**src/rtl/pipeline_register.sv**
```systemverilog
// Multi-stage valid/ready pipeline register with bubble collapsing and synchronous flush.
// Stage STAGES-1 drives the outputs; any empty stage downstream lets upstream stages advance.
module pipeline_register #(
    parameter int            N          = 32,
    parameter int            STAGES     = 2,
    parameter logic [N-1:0]  RESET_DATA = '0
) (
    input  logic                            clk,
    input  logic                            reset,
    input  logic                            flush,
    input  logic                            in_valid,
    output logic                            in_ready,
    input  logic [N-1:0]                    in_data,
    output logic                            out_valid,
    input  logic                            out_ready,
    output logic [N-1:0]                    out_data,
    output logic [$clog2(STAGES+1)-1:0]     occupancy
);

    localparam int OCC_W = $clog2(STAGES + 1);

    logic              vld_p  [STAGES];
    logic [N-1:0]      data_p [STAGES];
    logic [STAGES-1:0] vld_vec;
    logic [STAGES-1:0] rdy;
    logic [STAGES-1:0] src_vld;
    logic [N-1:0]      src_data [STAGES];
    logic              in_fire;

    assign in_ready = rdy[0] & ~flush;
    assign in_fire  = in_valid & in_ready;

    genvar g;
    for (g = 0; g < STAGES; g++) begin : g_stage
        assign vld_vec[g] = vld_p[g];

        // Unrolled ready chain: a stage may advance if the consumer takes the
        // last word or any stage from here to the output is a bubble.
        assign rdy[g] = out_ready | ~(&vld_vec[STAGES-1:g]);

        if (g == 0) begin : g_head
            assign src_vld[g]  = in_fire;
            assign src_data[g] = in_data;
        end else begin : g_body
            assign src_vld[g]  = vld_p[g-1];
            assign src_data[g] = data_p[g-1];
        end

        // Stage boundary g
        always_ff @(posedge clk or posedge reset) begin
            if (reset) begin
                vld_p[g]  <= 1'b0;
                data_p[g] <= RESET_DATA;
            end else if (flush) begin
                vld_p[g]  <= 1'b0;
                data_p[g] <= RESET_DATA;
            end else if (rdy[g]) begin
                vld_p[g] <= src_vld[g];
                if (src_vld[g]) begin
                    data_p[g] <= src_data[g];
                end
            end
        end
    end

    assign out_valid = vld_p[STAGES-1] & ~flush;
    assign out_data  = data_p[STAGES-1];
    assign occupancy = OCC_W'($countones(vld_vec));

endmodule

```
**config.mk**
```make
export PLATFORM = sky130hd
export DESIGN_NAME = pipeline_register
export DESIGN_NICKNAME = d
export VERILOG_FILES = /design/src/rtl/pipeline_register.sv
export SDC_FILE = /design/constraint.sdc
export NUM_CORES = 1
export LEC_CHECK = 0
export BUFFER_PORTS_ARGS = -buffer_cell sky130_fd_sc_hd__buf_2
export CAP_MARGIN = 15
export CORE_UTILIZATION = 58
export DETAILED_ROUTE_END_ITERATION = 12
export GPL_TIMING_DRIVEN = 0
export HOLD_SLACK_MARGIN = 0.15
export MAX_ROUTING_LAYER = met4
export PLACE_DENSITY_LB_ADDON = 0.12
export SYNTH_ARGS = -nofsm -noshare
export SYNTH_HDL_FRONTEND = slang
export SYNTH_SLANG_ARGS = --single-unit
```
**constraint.sdc**
```tcl
create_clock -name clk -period 3.5 [get_ports clk]
set_input_delay 1.05 -clock clk [delete_from_list [all_inputs] [get_ports clk]]
set_output_delay 1.05 -clock clk [all_outputs]
set_load 0.02 [all_outputs]
```
==> results.txt, run 1 <==
----------------------------------------------------
[Outcome]
  Result of the run ... finished, final reports clean

[Finish]
  Top library cells by usage in the layout, fill and taps aside ... buf_2, dfrtp_1, nand2b_1
  Area taken by flip-flops and latches ... about 1700 sq um
  Cell Count, Final, Fillers Out ... approximately 460
  Area used by multi-input combinational logic ... 1250 sq um
  Final standard cell utilization of the core ... 71.5%
  Final-stage net count ... approximately 420
  Fill cell count ... approximately 430
  Count of inserted antenna diode cells ... 0
  Most common cell after layout, fill and taps aside ... buf_2
  Share of final-layout standard cells stronger than drive strength 1 ... between 30% and 40%
  Area added between synthesis and finish ... 18.7%

[Placement]
  Worst slack at placement ... approximately 0.61 ns
  Final HPWL DP ... 4590 microns
  Placed cells ... around 440
  Routability congestion estimate from global placement ... 0.783
  Total of buffers placed on input and output ports ... 70

[Yosys]
  Gate Count Post-Synth ... about 300
  Count of yosys warnings during synthesis ... 0
  Area contributors post-synth ... dfrtp_1, nand2b_1, mux2i_1
  Post-synth net total ... 337
  Number of flip-flops and latches in the synthesized netlist ... 66
  Synthesized area ... 3320 sq um
  Number of different library cells in the post-synthesis netlist ... 20
  Fraction of post-synthesis cell area in the top cell type by area ... around half
  Avg Inst Size Synth ... between 10 and 15 sq um
  Sequential fraction of the synthesis area ... between 40% and 50%
  Library cell with the largest summed area after synthesis ... dfrtp_1

[Power]
  Static power due to leakage ... 1.93 nW
  PwrDens ... 394 nW/um^2
  Tot Pwr ... approximately 1.6 mW
  VDD IR-drop max ... 334 uV

[Clocking]
  Hold buffer count at cts ... 0
  Cells resized by post-CTS repair ... 0
  CTS tree ... yes
  Number of buffers on the longest clock path ... 2
  Root buffer cell ... clkbuf_8
  Clock transition time at the flip-flop clock pins of the worst setup and hold paths ... ~0.060 ns
  Clock tree sinks ... 66
  # Post-CTS Setup Buffers ... 0
  Number of CTS-inserted buffers ... 9
  Clock latency of the later-clocked register in the worst-skew pair ... 0.33 ns
  Number of levels in the clock H-tree ... 3

[STA]
  Final Hold Violating Endpoints ... 0
  Setup violation total in the final timing report ... 0
  Part of the cycle the worst path needs ... a little over four fifths
  RSZ-0062 raised after global routing ... false
  Post-route setup slack ... just under 0.6 ns
  Slew HR ... around 67%
  Maximum operating frequency ... between 0.3 and 0.4 GHz
  Worst slew pin tran ... between 0.4 and 0.5 ns
  Number of max-slew violations in the final report ... 0
  Setup Skew ... between 0.004 and 0.005 ns
  Worst Hold Margin ... roughly 0.54 ns
  Post-route minimum period ... 2.92 ns

[Setup path]
  Setup CP Type ... in -> out
  Critical path data arrival time ... between 1.5 and 2 ns
  Data required time of the critical path ... roughly 2.5 ns
  Largest fanout of any net on the critical path ... 10
  Setup crit end kind ... output port
  Critical path startpoint category ... primary input

[GRT]
  All-Layer GR Usage ... around a quarter
  Grt ovf ... 0
  Wire length of the first global-routing pass ... about 11000 microns
  Number of antenna violations at the first check in global routing ... 0
  Largest net degree at the start of global routing ... between 40 and 50
  Vias in the first global route ... between 2k and 2.5k

[Drt]
  Residual antenna-violating net count after detailed routing ... 0
  Routed wl met3 ... roughly 270 microns
  Routed length on met2 ... ~3300 microns
  Detailed Route WL ... 6810 microns
  Post-DR vias/cell ... approximately 5.2
  Avg WL per Cell ... approximately 15 microns
  Highest metal layer with signal wires ... met4
  DRC errors left ... 0
  Number of iterations in the first detailed-routing pass ... 4
  DR vias ... between 2k and 2.5k
  Initial DRC Count ... around 130
  Post-route met1 wirelength ... 3200 microns

[Floorplan]
  Height of the die ... ~78 microns
  Chip width ... ~78 microns
  Initial Util ... between 60% and 70%
  Top-Level Pins ... 73
  Std-Cell Core Area ... around 5500 sq um
  Placement row count ... 27
  Full die area ... around 6000 sq um

[Run]
  Number of max-capacitance violations reported ... 0

[Hold path]
  Hold WC Path Type ... reg -> reg

----------------------------------------------------
[flip-flops by register name, indices dropped and copies added, names as in the netlist]
name      count
data_p       32
src_vld       1
vld_p         1
out_data     32
[logic make-up after synthesis]
| family | share of synthesized area (%) |
|---|---|
| flip-flops | 49.8 |
| adder cells (fa/ha/maj) | 0.377 |
| buffers and inverters | 12.6 |
| AND/OR/NAND/NOR | 22.5 |
| AO/OA/AOI/OAI | 5.13 |
| multiplexers | 9.65 |
[layer usage]
layer	track usage (%)	vias up
li1	-	1146
met1	34.4	1145
met2	37.1	56
met3	6.82	8
met4	8.49	0
met5	-	-
[critical path: stages]
cell and delay (ns):
buf_2 0.19, clkbuf_1 0.37, nor2_1 0.09, buf_2 0.17
[cells in the mapped netlist, drive strengths merged]
master and instances:
a21oi 2, and2 2, and2b 1, buf 45
clkbuf 13, dfrtp 66, ha 1, inv 2
mux2i 32, nand2 3, nand2b 66, nand4b 32
nor2 1, nor2b 1, o21ai 32
[metrics by stage]
stage | TNS, ns | cell area [sq um]
6_report | 0 | 3940
5_1_grt | 0 | 3940
3_3_place_gp | -0.128 | 3760
4_1_cts | 0 | 3940
3_5_place_dp | 0 | 3780
2_1_floorplan | 0 | 3320
[where the power goes]
| group | switching, mW | leakage (nW) | total, mW | internal [mW] |
|---|---|---|---|---|
| clock network | 0.259 | 0.0815 | 0.544 | 0.285 |
| logic | 0.108 | 0.955 | 0.202 | 0.0932 |
| registers | 0.0126 | 0.897 | 0.806 | 0.794 |
| total | 0.380 | 1.93 | 1.55 | 1.17 |
[layout make-up]
cell class	count	share of cell area, %
Multi-Input combinational cell	173	31.8
Clock buffer	13	4.03
Tap cell	72	2.29
Timing Repair Buffer	71	9.40
Inverter	2	0.191
Buffer	58	10.4
Sequential cell	66	41.9
[path summary, 6_finish.rpt]
check,from,endpoint,slack (ns),cells past startpoint
min,out_data[12],out_data[12],0.54,2
max reg2reg,vld_p[0],data_p[40],1.96,6
max in group asynchronous,reset,out_data[17],2.16,3
min in group asynchronous,reset,out_data[13],0.74,2
max,flush,in_ready,0.58,4
min reg2reg,out_data[12],out_data[12],0.54,2
Power figures use the tool's default switching activity.
==> run 2, diff against run 1 <==
CORE_UTILIZATION = 54   (was 58)
clock period = 2.9 ns   (was 3.5 ns; I/O delays follow)
==> results.txt, run 2 (synthesized netlist as in run 1, its figures left out) <==
----------------------------------------------------
[STA]
  Part of the cycle the worst path needs ... a little under nine tenths
  Slew HR ... 46.9% (was 66.6%)
  Final Hold Violating Endpoints ... 0 (unchanged)
  Setup Skew ... 0.0118 ns (was 0.00479 ns)
  Setup TNS ... 0 ns (unchanged)
  Post-route minimum period ... about 2.5 ns
  Number of max-slew violations in the final report ... 0 (unchanged)
  Maximum operating frequency ... 0.399 GHz
  Setup violation total in the final timing report ... 0 (unchanged)
  Worst slew pin tran ... 0.796 ns (was 0.500 ns)
  Worst Hold Margin ... 0.541 ns (was 0.539 ns)
  RSZ-0062 raised after global routing ... false (unchanged)
  Post-route setup slack ... 0.395 ns (was 0.580 ns)

[Setup path]
  Setup CP Type ... in -> out (unchanged)
  CP Launch Point ... flush (unchanged)
  Critical Path End ... out_valid (was in_ready)
  Critical path data arrival time ... 1.64 ns (was 1.87 ns)
  Data required time of the critical path ... 2.03 ns (was 2.45 ns)
  Setup crit end kind ... output port (unchanged)
  Crit Reg-Reg Startpoint ... src_vld[1] (was vld_p[0])
  Crit Reg-Reg Endpoint ... data_p[46] (was data_p[40])
  Largest fanout of any net on the critical path ... 10 (unchanged)
  Reg2reg setup slack ... 1.42 ns (was 1.96 ns)
  Critical path startpoint category ... primary input (unchanged)
  Reg2reg path depth ... 6 (unchanged)

[Clocking]
  Clock transition time at the flip-flop clock pins of the worst setup and hold paths ... 0.07 ns (was 0.06 ns)
  CTS tree ... yes (unchanged)
  Hold buffer count at cts ... 0 (unchanged)
  Number of buffers on the longest clock path ... 2 (unchanged)
  Number of CTS-inserted buffers ... 9 (unchanged)
  Root buffer cell ... clkbuf_8 (unchanged)
  Clock tree sinks ... 66 (unchanged)
  # Post-CTS Setup Buffers ... 0 (unchanged)
  Clock latency of the later-clocked register in the worst-skew pair ... 0.34 ns (was 0.33 ns)
  Number of levels in the clock H-tree ... 3 (unchanged)
  Cells resized by post-CTS repair ... 0 (unchanged)

[Power]
  Tot Pwr ... 2.11 mW (was 1.55 mW)
  PwrDens ... 528 nW/um^2 (was 394 nW/um^2)
  VDD IR-drop max ... 303 uV (was 334 uV)
  Static power due to leakage ... 1.96 nW (was 1.93 nW)

[Finish]
  Most common cell after layout, fill and taps aside ... buf_2 (unchanged)
  Cell Count, Final, Fillers Out ... 460 (was 455)
  Area added between synthesis and finish ... 20.6% (was 18.7%)
  Fill cell count ... 493 (was 425)
  Count of inserted antenna diode cells ... 0 (unchanged)
  Final standard cell utilization of the core ... 67.6% (was 71.5%)
  Top library cells by usage in the layout, fill and taps aside ... buf_2, dfrtp_1, nand2b_1 (unchanged)
  Finished layout cell area ... 4000 sq um (was 3940 sq um)
  Share of final-layout standard cells stronger than drive strength 1 ... 35.3% (was 34.5%)
  Final-stage net count ... 418 (was 419)

[GRT]
  Grt ovf ... 0 (unchanged)
  M2 GR Usage ... 35.7% (was 37.1%)
  Largest net degree at the start of global routing ... 67 (was 44)
  Met1 layer usage reported by global route ... 30.4% (was 34.4%)
  Number of antenna violations at the first check in global routing ... 0 (unchanged)
  Wire length of the first global-routing pass ... 10900 microns (was 11300 microns)
  Vias in the first global route ... 2307 (was 2332)
  All-Layer GR Usage ... 23.4% (was 25.4%)
  Gr busiest metal ... met2 (unchanged)
  Grt met3 use ... 4.20% (was 6.82%)

[Placement]
  Cell Area, Placed ... 3770 sq um (was 3780 sq um)
  Placed cells ... 444 (was 442)
  Final HPWL DP ... 4460 microns (was 4590 microns)
  Routability congestion estimate from global placement ... 0.774 (was 0.783)
  Total of buffers placed on input and output ports ... 70 (unchanged)
  Worst slack at placement ... 0.384 ns (was 0.609 ns)

[Drt]
  Residual antenna-violating net count after detailed routing ... 0 (unchanged)
  Post-DR vias/cell ... 5.12 (was 5.18)
  DRC errors left ... 0 (unchanged)
  DR vias ... 2356 (was 2355)
  Avg WL per Cell ... 14.5 microns (was 15.0 microns)
  Number of iterations in the first detailed-routing pass ... 4 (unchanged)
  Detailed Route WL ... 6690 microns (was 6810 microns)
  Initial DRC Count ... 112 (was 132)

[Floorplan]
  Top-Level Pins ... 73 (unchanged)
  Initial Util ... 56.1% (was 60.3%)
  Placement row count ... 28 (was 27)
  Chip width ... 80.4 microns (was 77.7 microns)
  Height of the die ... 80.4 microns (was 77.7 microns)
  Std-Cell Core Area ... 5920 sq um (was 5510 sq um)
  Full die area ... 6460 sq um (was 6030 sq um)

[Hold path]
  Hold WC Path Type ... reg -> reg (unchanged)
  WHS Path Cells ... 2 (unchanged)

[Outcome]
  Result of the run ... finished, final reports clean (unchanged)

[Run]
  Number of max-capacitance violations reported ... 0 (unchanged)

----------------------------------------------------
-- run 2: layer usage --
layer / vias to the layer above / part of all wire (%)
li1: 1145 / -
met1: 1142 / 48
met2: 58 / 46
met3: 11 / 3.8
met4: 0 / 1.7
met5: - / 0
-- run 2: how the worst min path moves through the flow --
stage / startpoint / to / slack (ns)
final: out_data[15] / out_data[15] / 0.54
after global routing: out_data[17] / out_data[17] / 0.56
after CTS: out_data[23] / out_data[23] / 0.55
after detailed placement: out_data[25] / out_data[25] / 0.53
after global placement: data_p[34] / data_p[34] / 0.53
after floorplan: data_p[32] / data_p[32] / 0.50
-- run 2: cell type report --
class	instances	area (sq um)	share of cell area (%)
buffer	58	409	10.2
clock buffer	12	165	4.12
clock inverter	4	72.6	1.81
inverter	2	10.0	0.250
multi-input combinational	173	1250	31.3
sequential	66	1650	41.2
tap	75	93.8	2.34
timing repair buffer	70	350	8.75
-- run 2: power breakdown --
group	switching (mW)	internal, mW	leakage [nW]
logic	0.130	0.110	0.946
registers	0.0144	0.957	0.897
clock network	0.350	0.553	0.119
-- run 2: worst max-delay path: stages --
cell and delay [ns]:
buf_2 0.19, clkbuf_1 0.32, nor2b_1 0.09, buf_2 0.17
